`src/rtl/lif_spike_rate_display_if.sv`:
```
// Signal bundle between the LIF spike source / board logic and the spike-rate display.
// The slave modport is the rate display; the master modport drives it.
interface lif_spike_rate_display_if #(
    parameter int CNT_W = 4
);
    // No back-pressure anywhere: ena qualifies every cycle, spike_in and clear are
    // level inputs sampled on enabled edges, and window_done is a one-cycle strobe
    // that marks the cycle in which rate/segments/overflow first show a new window.
    logic             ena;
    logic             spike_in;
    logic             clear;
    logic [6:0]       segments;
    logic [CNT_W-1:0] rate;
    logic             overflow;
    logic             window_done;

    modport master (
        output ena, spike_in, clear,
        input  segments, rate, overflow, window_done
    );

    modport slave (
        input  ena, spike_in, clear,
        output segments, rate, overflow, window_done
    );
endinterface

```
`src/rtl/lif_spike_rate_display.sv`:
```
// Counts LIF spikes over a fixed window of enabled cycles and shows the saturated
// count as a hex digit on a 7-segment display, with an overflow flag and done strobe.
module lif_spike_rate_display #(
    parameter int WINDOW_CYCLES = 1000,
    parameter int CNT_W         = 4,
    parameter int EDGE_MODE     = 1
) (
    input  logic                     clk,
    input  logic                     rst_n,
    lif_spike_rate_display_if.slave  bus
);
    localparam int               WC_W    = $clog2(WINDOW_CYCLES);
    localparam logic [CNT_W-1:0] CNT_MAX = {CNT_W{1'b1}};

    logic [WC_W-1:0]  win_cnt;
    logic [CNT_W-1:0] spk_cnt;
    logic             spike_prev;
    logic             sat;
    logic [CNT_W-1:0] rate_q;
    logic [6:0]       segments_q;
    logic             overflow_q;
    logic             window_done_q;

    logic             hit;
    logic             terminal;
    logic             cnt_full;
    logic [CNT_W-1:0] next_cnt;

    function automatic logic [6:0] hex7(input logic [3:0] v);
        case (v)
            4'h0: hex7 = 7'h3F;
            4'h1: hex7 = 7'h06;
            4'h2: hex7 = 7'h5B;
            4'h3: hex7 = 7'h4F;
            4'h4: hex7 = 7'h66;
            4'h5: hex7 = 7'h6D;
            4'h6: hex7 = 7'h7D;
            4'h7: hex7 = 7'h07;
            4'h8: hex7 = 7'h7F;
            4'h9: hex7 = 7'h6F;
            4'hA: hex7 = 7'h77;
            4'hB: hex7 = 7'h7C;
            4'hC: hex7 = 7'h39;
            4'hD: hex7 = 7'h5E;
            4'hE: hex7 = 7'h79;
            default: hex7 = 7'h71;
        endcase
    endfunction

    always_comb begin
        hit      = (EDGE_MODE != 0) ? (bus.spike_in & ~spike_prev) : bus.spike_in;
        terminal = (win_cnt == WC_W'(WINDOW_CYCLES - 1));
        cnt_full = (spk_cnt == CNT_MAX);
        // Saturating add: the count sticks at all-ones instead of wrapping.
        next_cnt = (hit && !cnt_full) ? spk_cnt + 1'b1 : spk_cnt;
    end

    always_ff @(posedge clk) begin
        if (!rst_n) begin
            win_cnt       <= '0;
            spk_cnt       <= '0;
            spike_prev    <= 1'b0;
            sat           <= 1'b0;
            rate_q        <= '0;
            segments_q    <= 7'h3F;
            overflow_q    <= 1'b0;
            window_done_q <= 1'b0;
        end else begin
            window_done_q <= 1'b0;
            if (bus.ena) begin
                if (bus.clear) begin
                    // Clear restarts the window but leaves the last result on display.
                    win_cnt    <= '0;
                    spk_cnt    <= '0;
                    spike_prev <= 1'b0;
                    sat        <= 1'b0;
                end else begin
                    spike_prev <= bus.spike_in;
                    if (terminal) begin
                        rate_q        <= next_cnt;
                        segments_q    <= hex7(4'(next_cnt));
                        overflow_q    <= sat | (hit & cnt_full);
                        window_done_q <= 1'b1;
                        spk_cnt       <= '0;
                        sat           <= 1'b0;
                        win_cnt       <= '0;
                    end else begin
                        spk_cnt <= next_cnt;
                        if (hit && cnt_full) sat <= 1'b1;
                        win_cnt <= win_cnt + 1'b1;
                    end
                end
            end
        end
    end

    assign bus.rate        = rate_q;
    assign bus.segments    = segments_q;
    assign bus.overflow    = overflow_q;
    assign bus.window_done = window_done_q;
endmodule

```
`src/flat_wrapper.sv`:
```
// flat-port wrapper written by rule: the top's interface ports become plain ports
module lif_spike_rate_display_flat 
#(
    parameter int WINDOW_CYCLES = 1000,
    parameter int CNT_W         = 4,
    parameter int EDGE_MODE     = 1
)
  (clk, rst_n, bus_ena, bus_spike_in, bus_clear, bus_segments, bus_rate, bus_overflow, bus_window_done);
  lif_spike_rate_display_if #(.CNT_W(CNT_W)) bus_i ();
  input  logic clk;
  input  logic rst_n;
  input wire logic [$bits(bus_i.ena)-1:0] bus_ena;
  input wire logic [$bits(bus_i.spike_in)-1:0] bus_spike_in;
  input wire logic [$bits(bus_i.clear)-1:0] bus_clear;
  output wire logic [$bits(bus_i.segments)-1:0] bus_segments;
  output wire logic [$bits(bus_i.rate)-1:0] bus_rate;
  output wire logic [$bits(bus_i.overflow)-1:0] bus_overflow;
  output wire logic [$bits(bus_i.window_done)-1:0] bus_window_done;
  assign bus_i.ena = bus_ena;
  assign bus_i.spike_in = bus_spike_in;
  assign bus_i.clear = bus_clear;
  assign bus_segments = bus_i.segments;
  assign bus_rate = bus_i.rate;
  assign bus_overflow = bus_i.overflow;
  assign bus_window_done = bus_i.window_done;
  lif_spike_rate_display #(.WINDOW_CYCLES(WINDOW_CYCLES), .CNT_W(CNT_W), .EDGE_MODE(EDGE_MODE)) u_core (.clk(clk), .rst_n(rst_n), .bus(bus_i));
endmodule
```
`config.mk`:
```
export PLATFORM = sky130hd
export DESIGN_NAME = lif_spike_rate_display_flat
export DESIGN_NICKNAME = d
export VERILOG_FILES = /design/src/rtl/lif_spike_rate_display_if.sv /design/src/rtl/lif_spike_rate_display.sv /design/src/flat_wrapper.sv
export SDC_FILE = /design/constraint.sdc
export NUM_CORES = 1
export LEC_CHECK = 0
export ABC_AREA = 1
export BUFFER_PORTS_ARGS = -buffer_cell sky130_fd_sc_hd__buf_2
export CAP_MARGIN = 5
export CORE_MARGIN = 2
export CORE_UTILIZATION = 53
export DETAILED_ROUTE_END_ITERATION = 7
export PLACE_DENSITY = 0.73
export SLEW_MARGIN = 10
export SYNTH_ARGS = -nofsm -noshare
export SYNTH_HDL_FRONTEND = slang
export SYNTH_SLANG_ARGS = --single-unit
```
`constraint.sdc`:
```
create_clock -name clk -period 3.7 [get_ports clk]
set_input_delay 0.185 -clock clk [delete_from_list [all_inputs] [get_ports clk]]
set_output_delay 0.185 -clock clk [all_outputs]
set_load 0.05 [all_outputs]
```
# Yosys cells after proc, flatten, opt, wreduce, memory -nomap -nowiden
# Memories as Yosys holds them, arrays and structs flattened. A register that Yosys moved wholly into a read port is not among the register bits.
# Cells that the tools add are included.
dict set report word_totals {
  ff_bits 22
  mem_bits_ro 112
  input_bits 5
  out_inout_bits 13
  mem_count 1
}
# name words width rd rd_ports_with_merged_regs write_ports line_no
set mem_list {}
lappend mem_list {{(no name shown)} 16 7 1 1 0 lif_spike_rate_display.sv:30} ;# case (v)
dict set report op_classes {
  n_addsub 2
  eq_ne 2
  n_mux 10
  bitwise_logic 7
  n_reduce_logical 8
}
# cell count
set op_table {}
lappend op_table {{two-way mux 10 bit} 2}
lappend op_table {{two-way mux 4 bit} 3}
lappend op_table {{adder 10 x 1 -> 10 bit, second input constant} 1}
lappend op_table {{== test 10 bit, second input constant} 1}
lappend op_table {{two-way mux 1 bit} 5}
lappend op_table {{adder 4 x 1 -> 4 bit, second input constant} 1}
lappend op_table {{== test 4 bit, second input constant} 1}
lappend op_table {{NOT 1 bit} 4}
lappend op_table {{AND reduction 3 bit} 1}
lappend op_table {{nonzero test 3 bit} 1}
lappend op_table {{OR reduction 3 bit} 1}
lappend op_table {{bitwise AND 1 bit} 2}
lappend op_table {{logical AND 1 bit} 2}
lappend op_table {{logical NOT 1 bit} 2}
lappend op_table {{AND reduction 2 bit} 1}
lappend op_table {{OR 1 bit} 1}

# Longest topological paths before layout
dict set report logic_depth {
  depth_word 6
  depth_mapped 14
  depth_no_buf 14
}

# Worst setup path before layout
# No wires, ideal clock.
dict set report synth_path {
  kind {register to register}
  start {register u_core.spk_cnt[0]}
  end {register u_core.segments_q[3], in the netlist u_core.bus.segments[3]}
  setup_time_ns 0.115
  arrival_ns 1.815
  slack_ns 1.770
  stages_incl_launch_ff 13
  path_buffers 0
  synth_period_minus_slack_ns 1.930
  cell_sequence {dfxtp_1 -> ha_1 -> nand3_2 -> nand2_2 -> xor2_2 -> inv_1 -> ha_1 -> nand2_1 -> nand2_1 -> inv_1 -> nand2_1 -> nand3_1 -> nand2_1}
}
dict set report synth_between {
  elab_chain_len 4
  elab_cells_between_ends 5
}
# element line_no
set synth_rtl {}
lappend synth_rtl {{start: declaration} lif_spike_rate_display.sv:16} ;# logic [CNT_W-1:0] spk_cnt;
lappend synth_rtl {{start signal: assignment} lif_spike_rate_display.sv:88} ;# spk_cnt <= next_cnt;
lappend synth_rtl {{parallel branches: the longest is 3 deep, another holds adder 4 x 1 -> 4 bit} -}
lappend synth_rtl {{two-way mux 4 bit *} lif_spike_rate_display.sv:55} ;# next_cnt = (hit && !cnt_full) ? spk_cnt + 1'b1 : spk_cnt;
lappend synth_rtl {{net u_core.next_cnt[0]} lif_spike_rate_display.sv:27} ;# logic [CNT_W-1:0] next_cnt;
lappend synth_rtl {{end: declaration} lif_spike_rate_display.sv:20} ;# logic [6:0] segments_q;
# Mark *: on every way through the listed nets, which the timed path passes.
# A chain may end at the register's enable or synchronous reset.

# Worst setup path after layout
dict set report layout_path {
  start {register u_core.spk_cnt[0]}
  end {register u_core.segments_q[6], in the netlist u_core.bus.segments[6]}
}
# The elaborated chain is that of the path after synthesis.

==> results by group <==
Hold path
  – Start point of the worst hold path: bus_spike_in
  – Cell depth of the worst min-delay path: 3
  – Type of the tightest min-delay check: in -> reg
  – Hold Path Sink: u_core.spike_prev

Critical path
  – Setup slack of the most critical reg-to-reg path: 1.48 ns
  – Highest-delay cell along the critical path: dfxtp_1
  – Worst r2r src: u_core.spk_cnt[0]
  – Cell seen most often among critical-path stages: nand3_1
  – Data required time at the worst endpoint: 3.95 ns
  – Startpoint type of the worst setup path: flop
  – Critical path, cell by cell: ha_1 -> nand3_2 -> nand2_2 -> xor2_2 -> inv_1 -> ha_1 -> inv_1 -> nand3_1 -> nand3_1 -> nand3_1 -> a21oi_1
  – Worst r2r path cells: 11
  – Slowest stage delay, CP: 0.46 ns
  – Worst reg2reg endpoint: u_core.bus.segments[6]
  – Worst Path Max Fanout: 8
  – Endpoint arrival time on the critical path: 2.47 ns
  – Worst setup path category: reg -> reg
  – Endpoint class of the critical path: flop

Timing
  – Total negative slack for setup checks: 0 ns
  – Number of endpoints failing setup at the final stage: 0
  – Worst setup skew after layout: 0.00525 ns
  – Max-slew headroom at the worst pin: 65.0%
  – Final max-slew violation count: 0
  – Shortest clock period the worst path allows after layout: 2.22 ns
  – Final cycle utilization of the critical path: 59.9%
  – Achievable frequency: 451 MHz
  – Transition at the pin with the smallest max-transition slack: 0.521 ns
  – Setup repair after global routing missed its margin: false
  – Endpoints failing hold: 0

GRT
  – Vias in the first global route: about 1,200
  – Wire length of the first global-routing pass: 5330 um
  – GRT Resource Usage Total: 20.9%
  – Initial antenna violation count: 0
  – Pin count of the biggest net entering global routing: 19
  – Residual overflow from global routing: 0

Placement
  – Half-perimeter wire length after detailed placement: 2320 um
  – Final weighted congestion of routability-driven global placement: 0.791
  – Placed cell area: between 1500 and 2000 um^2
  – Port Buf Inserts: 17

Floorplan
  – Number of core rows: 19
  – Die width: 58.5 um
  – Die area: between 3000 and 4000 um^2
  – Core Box Area: ~2800 um^2
  – Number of placed I/O pins: 18
  – Starting Density: 56.6%
  – Die span in y: about 58 um

Final layout
  – Commonest non-fill, non-tap cell in the layout: nand2_1
  – Post-layout instance area: 1720 um^2
  – Diode insertion count for antenna repair: 0
  – Layout area overhead: 9.38%
  – Proportion of layout cells with a drive suffix above 1: 18.6%
  – Commonest cells after routing, fill and taps aside: nand2_1, dfxtp_1, inv_1, nand3_1, a21oi_1
  – Net count of the finished layout: 250

Yosys
  – Portion of the post-synthesis area used by sequential elements: 36.9%
  – Cell variety after synth: 31
  – Synth Register Bits: 29
  – Leading post-synthesis cells by cell area: dfxtp_1, nand2_1, ha_1, a21oi_1, nand3_1
  – Synthesized area: 1570 um^2
  – Cell count after synthesis: 216
  – Yosys warning count: 0
  – Synth Net Count: 230
  – Mean cell area of the mapped netlist: 7.29 um^2
  – Synth top area share: between 30% and 40%
  – Library cell occupying the most area in the post-synthesis netlist: dfxtp_1

CTS
  – Setup Buffers After CTS: 0
  – Number of hold-repair buffers added at the cts stage: 0
  – TritonCTS Buffers: 5
  – CTS Buffer Depth: 2
  – Skew-Pair Late Insertion Delay: between 0.3 and 0.4 ns
  – Clock edge transition at the registers on the reported setup and hold paths: 0.09 ns
  – Count of clock tree sinks: 29
  – CTS tree: built
  – Count of cells resized by post-cts repair: 0
  – Clock Tree Root: clkbuf_4
  – H-tree depth: 2

Power
  – Worst vdd rail ir drop: 0.271 mV
  – Power per cell area: around 330 nW/um^2
  – Leakage: approximately 0.73 nW

Route
  – Total wire length after detailed routing: 3070 um
  – Wire length per cell: 11.5 um
  – DR pass1 iterations: 4
  – Antenna Nets Post-Route: 0
  – DRC violations left: 0
  – DRT iter0 DRCs: 87
  – Number of vias per cell after detailed routing: 5.23
  – Vias after detailed routing: roughly 1,400

Run
  – Total of max-cap violations: 0

Outcome
  – Status: completed
stage by stage:
stage	instances	hold slack [ns]	setup slack (ns)	util, %	power, mW
finish	268	0.123	1.48	61.9	0.562
global route	268	0.131	1.28	61.9	0.595
CTS	268	0.109	1.48	61.9	0.569
detailed placement	260	0.456	1.51	59.9	0.382
global placement	260	0.447	1.58	59.9	0.382
floorplan	216	0.311	1.77	-	0.367
cell usage after synthesis:
master,n
buf_1,1
xnor2_1,2
o21bai_1,1
xor2_1,1
nand3_2,1
a21oi_1,18
nor2_2,1
nor3b_2,1
o21ai_1,1
a21oi_2,3
nand2_1,68
ha_1,9
nor3_2,1
a21boi_4,1
o21ai_0,5
nand4_1,1
clkinv_1,1
dfxtp_1,29
nand4_2,1
nand3_1,18
buf_2,1
buf_6,2
nor2_4,3
nand3b_1,2
inv_1,18
nor2_1,13
nand2_2,3
o211ai_1,1
nor3_1,5
xor2_2,1
inv_2,3
routing by layer:
metal | track usage, % | routed length [um]
met4 | 8.97 | 50
met3 | 6.15 | 162
met2 | 33.1 | 1420
met5 | 0 | 0
met1 | 26.5 | 1440
where the power goes:
group          total, mW  switching (mW)  internal [mW]
Combinational     0.0580          0.0396         0.0184
Sequential         0.317         0.00277          0.314
Clock              0.187           0.115         0.0714
sequential cells by signal (all words and copies together), names as in the netlist:
| signal | count |
|---|---|
| u_core.bus.overflow | 1 |
| u_core.bus.rate | 4 |
| u_core.bus.segments | 7 |
| u_core.bus.window_done | 1 |
| u_core.sat | 1 |
| u_core.spike_prev | 1 |
| u_core.spk_cnt | 4 |
| u_core.win_cnt | 10 |
logic make-up (layout without fill, tap and decap cells):
group,after synthesis,count (layout),synth area share (%)
AO/OA/AOI/OAI,30,30,11.4
XOR/XNOR,4,4,2.70
adder cells (fa/ha/maj),9,9,7.15
buffers and inverters,26,47,7.23
flip-flops,29,29,36.9
AND/OR/NAND/NOR,118,118,34.6
layout make-up:
cell class / count / area, um^2
clock buffer: 5 / 37.5
clock inverter: 3 / 17.5
fill: 268 / 1060
inverter: 22 / 82.6
multi-input combinational: 161 / 880
sequential: 29 / 581
tap: 31 / 38.8
timing repair buffer: 17 / 85.1
worst max path at each step:
stage                                   to  cells after the start  slack [ns]               from
floorplan           u_core.bus.segments[3]                     12        1.77  u_core.spk_cnt[0]
global placement    u_core.bus.segments[6]                     11        1.58  u_core.spk_cnt[0]
detailed placement  u_core.bus.segments[6]                     11        1.51  u_core.spk_cnt[0]
CTS                 u_core.bus.segments[6]                     11        1.48  u_core.spk_cnt[0]
global route        u_core.bus.segments[6]                     11        1.28  u_core.spk_cnt[0]
finish              u_core.bus.segments[6]                     11        1.48  u_core.spk_cnt[0]
critical path: cells and delay by family (launching register included):
family          cells  cell delay, ns
flops               1            0.46
simple gates        5            0.54
buf+inv             2            0.22
xor+xnor            1            0.33
fa+ha+maj           2            0.47
compound gates      1            0.14
Note: power is estimated with default switching activity, not from simulation.
